**src/rtl/sum_acc_pkg.sv**
```systemverilog
// Shared types and constants for the burst sum accumulator.
package sum_acc_pkg;

  // Default operand/result width in bits.
  localparam int SUM_ACC_DEFAULT_N = 4;

  // Burst sequencing states.
  typedef enum logic [1:0] {
    IDLE  = 2'd0,
    ACCUM = 2'd1,
    DONE  = 2'd2
  } sum_acc_state_t;

endpackage : sum_acc_pkg

```
**src/rtl/sum_accumulator.sv**
```systemverilog
// Burst sum accumulator. It adds COUNT operands through an external adder
// and presents the N-bit wrapped sum with a sticky carry-out flag.
//
// state | meaning
// IDLE  | waiting for the first beat of a burst, accumulator cleared
// ACCUM | mid-burst, collecting the remaining beats
// DONE  | result held on out_data/out_ovf until out_ready
module sum_accumulator
  import sum_acc_pkg::*;
#(
  parameter int N     = SUM_ACC_DEFAULT_N,
  parameter int COUNT = 4
) (
  input  logic         clk,
  input  logic         rst_n,
  input  logic         in_valid,
  output logic         in_ready,
  input  logic [N-1:0] in_data,
  output logic [N-1:0] add_a,
  output logic [N-1:0] add_b,
  output logic         add_cin,
  input  logic [N-1:0] add_sum,
  input  logic         add_cout,
  output logic         out_valid,
  input  logic         out_ready,
  output logic [N-1:0] out_data,
  output logic         out_ovf
);

  // Sized so the count reaches COUNT without wrapping.
  localparam int CW = $clog2(COUNT + 1);
  localparam logic [CW-1:0] LAST_CNT = CW'(COUNT - 1);

  sum_acc_state_t r_state;
  logic [N-1:0]   r_acc;
  logic [CW-1:0]  r_cnt;
  logic           r_ovf;
  logic           w_beat;

  // Handshake and adder operand wiring.
  assign in_ready  = (r_state != DONE);
  assign w_beat    = in_valid && in_ready;
  assign add_a     = r_acc;
  assign add_b     = in_data;
  assign add_cin   = 1'b0;
  assign out_valid = (r_state == DONE);
  assign out_data  = r_acc;
  assign out_ovf   = r_ovf;

  // Burst sequencing. IDLE and ACCUM share the beat path: in IDLE the count
  // is zero, so a single-beat burst (COUNT==1) goes straight to DONE.
  always_ff @(posedge clk or negedge rst_n) begin
    if (!rst_n) begin
      r_state <= IDLE;
      r_acc   <= '0;
      r_cnt   <= '0;
      r_ovf   <= 1'b0;
    end else begin
      case (r_state)
        IDLE, ACCUM: begin
          if (w_beat) begin
            r_acc <= add_sum;
            r_ovf <= r_ovf | add_cout;
            r_cnt <= r_cnt + CW'(1);
            if (r_cnt == LAST_CNT) begin
              r_state <= DONE;
            end else begin
              r_state <= ACCUM;
            end
          end
        end
        DONE: begin
          if (out_ready) begin
            r_state <= IDLE;
            r_acc   <= '0;
            r_cnt   <= '0;
            r_ovf   <= 1'b0;
          end
        end
        default: begin
          r_state <= IDLE;
          r_acc   <= '0;
          r_cnt   <= '0;
          r_ovf   <= 1'b0;
        end
      endcase
    end
  end

endmodule : sum_accumulator

```
**config.mk**
```make
export PLATFORM = sky130hd
export DESIGN_NAME = sum_accumulator
export DESIGN_NICKNAME = d
export VERILOG_FILES = /design/src/rtl/sum_acc_pkg.sv /design/src/rtl/sum_accumulator.sv
export SDC_FILE = /design/constraint.sdc
export NUM_CORES = 1
export LEC_CHECK = 0
export CORE_MARGIN = 5
export CORE_UTILIZATION = 37
export CTS_BUF_LIST = sky130_fd_sc_hd__clkbuf_4 sky130_fd_sc_hd__clkbuf_8
export DETAILED_ROUTE_END_ITERATION = 10
export GPL_TIMING_DRIVEN = 0
export MAX_ROUTING_LAYER = met4
export PLACE_DENSITY = 0.8
export SYNTH_ARGS = -nofsm -noshare
export SYNTH_HDL_FRONTEND = slang
export SYNTH_SLANG_ARGS = --single-unit
```
**constraint.sdc**
```tcl
create_clock -name clk -period 1.25 [get_ports clk]
set_input_delay 0.125 -clock clk [delete_from_list [all_inputs] [get_ports clk]]
set_output_delay 0.125 -clock clk [all_outputs]
set_load 0.1 [all_outputs]
```
==> impl_metrics.toml <==
[run_status]
status = "finished with violations"
violations = "negative setup slack"

[route]
dr.pass1.iters = 3
avgRoutedWirePerCell_um = 13.4
wl_mm = 1.41
drc_errors = 0
drt_iter0_markers = 1
ant_nets = 0
vias = 523
via_per_inst = 4.98

[cells_and_area]
layout.nets = 105
postLayoutCoreUtil_pct = 61.4
diodes = 0
instances_no_fill = 105
multiInputGateArea_um2 = 267
drive_gt1_share_pct = 50.6
areaGrowthSynthToFinish_pct = 54.5
ff_latch_area_um2 = 256
fillers = 129

[sta]
hold_viol = 0
maxSlewViolCount = 0
finalCriticalPeriod_ps = 1280
setup_ws_ps = -33.1
worstMarginPinSlew_ps = 955
max_clock_freq_ghz = 0.779
setup_viol = 1
slew_headroom_pct = 36.6
timing.final.crit_share_pct = 103
rsz0062_at_grt = "true"
finClkSkew_ps = 1.83

[die]
core-area_um2 = 1520
die_h_um = 50.5
rows = 14
initial_core_util_pct = 39.7
die_width_um = 50.5
ios = 29
fp.dieArea_um2 = 2550

[setup_path]
arrival_ps = 1160
critical_path.max_fanout = 7
slowest_delay_ps = 380
worstPathCellList = "buf_6, nand2b_4, clkinvlp_4, buf_12"
crit_path_end_kind = "output pin"
start_kind = "flip-flop"
cp.required_ps = 1120
crit_slowest_cell = "dfrtp_1"
path_class = "flip-flop to output pin"

[power]
power_leakage_nw = 0.429
pwr-share-clk_pct = 13.3
power_density_nw_per_um2 = 2440
p_int_mw = 1.09
vdd_drop_max_uv = 1030
seqPwrFrac_pct = 23.4
pwr-share-comb_pct = 63.3
power.switching_mw = 1.18
p_sw_share_pct = 52.0

[placed_design]
portBuffers = 23
routabilityCongestion = 0.695
dp.cells = 98

[cts]
cts_tree = "built"
h-tree-depth = 1
clk_pin_slew_worst_paths_ps = 70
clock_latency_ps = 270
cts_hold_buf = 0
numCtsBuffers = 3
clock_path_buffers = 2
clock-sinks = 10
clk_root_buffer_cell = "clkbuf_4"

[min_path]
hold_class = "input pin to async pin"

[global_route]
grt_pass1_wl_mm = 2.37
grt.total_usage_pct = 12.8
gr-total-overflow = 0
grt_antenna_before_repair = 0
grt_max_degree = 11
grt_pass1_vias = 539

[yosys]
synthDistinctLibCells = 20
synth_edf_count = 0
synth.top_cell.area_share_pct = 41.3
yosys_warnings = 0
netlist_top_cells_count = "buf_4 (10), dfrtp_1 (10), nand2_1 (8), mux2i_1 (6), o22ai_1 (5)"
async_flop_share_pct = 100
yosys-top-cells-area = "dfrtp_1 (41%), buf_4 (12%), mux2i_1 (9.9%), o22ai_1 (5.2%), nand2_1 (5.0%)"
yosys_most_used_dff = "dfrtp_1"
synth_seq_cells = 10
seq_area_frac_synth_pct = 41.3
synthesis.area_per_instance_um2 = 10.3
syn_nets = 74
synthCells = 59
synth_top_area_cell = "dfrtp_1"
synth_area_um2 = 606

[run]
maxCapViolations = 0
## power groups by stage
stage | sequential, mW | combinational [mW] | clock, mW
floorplan | 0.868 | 0.756 | 0
global placement | 0.540 | 1.34 | 0
detailed placement | 0.552 | 1.37 | 0
CTS | 0.533 | 1.43 | 0.309
global route | 0.555 | 1.54 | 0.319
finish | 0.534 | 1.44 | 0.303
## state kept, by name, summed over array words and instances, names as in the netlist
| register | count |
|---|---|
| out_ovf | 1 |
| add_a | 4 |
| r_state | 2 |
| r_cnt | 3 |
## what timing repair did
action,in CTS,in global routing
pin swaps,2,2
resized for setup,72,3
setup endpoints to repair,16,2
setup buffers,2,1
## layer usage
metal | track usage (%) | vias to the layer above | wire [µm]
met5 | - | - | 0
met4 | 8.94 | 0 | 31
met3 | 4.14 | 5 | 129
met2 | 19.4 | 23 | 672
met1 | 13.9 | 246 | 573
li1 | - | 249 | -
## worst max-delay path, delay by kind of cell, from the launching register on
family | cells | cell delay (ps)
and+or+nand+nor | 1 | 90
DFF | 1 | 380
buffers and inverters | 3 | 410
## final timing paths
| kind | start | endpoint | slack (ps) | cells past startpoint |
|---|---|---|---|---|
| max in group asynchronous | rst_n | out_ovf | 740 | 1 |
| max | r_state[1] | out_valid | -30 | 4 |
| min reg2reg | out_ovf | out_ovf | 570 | 2 |
| min in group clk | add_sum[0] | add_a[0] | 500 | 3 |
| min | rst_n | r_state[1] | 170 | 1 |
| max reg2reg | r_cnt[0] | r_cnt[2] | 20 | 4 |
## per-stage QoR
step	TNS (ps)	cell area, µm²	setup slack [ps]	hold slack [ps]	power, mW
4_1_cts	-90.4	916	-67.0	182	2.27
5_1_grt	-110	936	-80.1	209	2.41
3_3_place_gp	-5670	876	-640	472	1.88
6_report	-33.1	936	-33.1	167	2.28
2_1_floorplan	-163	626	-163	-171	1.62
3_5_place_dp	-5830	876	-671	475	1.92
## layout make-up
type                    count  area share (%)
repair buffers             26            24.9
multi-input cells          33            28.5
inverters                   3            1.60
well taps                  16            2.14
clock buffers               4            3.88
plain buffers              13            11.6
flip-flops and latches     10            27.4
## placed cells by master (no fill, tap or decap), drive strengths merged, types with 2 or more instances in the layout
| master | instances |
|---|---|
| buf | 27 |
| clkbuf | 4 |
| clkdlybuf4s50 | 8 |
| dfrtp | 10 |
| dlygate4sd2 | 4 |
| ha | 2 |
| inv | 2 |
| mux2i | 6 |
| nand2 | 8 |
| nor2 | 2 |
| o22ai | 7 |
## kinds of logic after synthesis
group,count (synthesis),share of synthesized area (%)
buffers and inverters,16,18.8
AND/OR/NAND/NOR,13,9.71
AO/OA/AOI/OAI,10,14.0
flip-flops,10,41.3
multiplexers,6,9.92
adder cells (fa/ha/maj),2,4.13
other,1,0.619
XOR/XNOR,1,1.45
(Power assumes the default switching activity.)
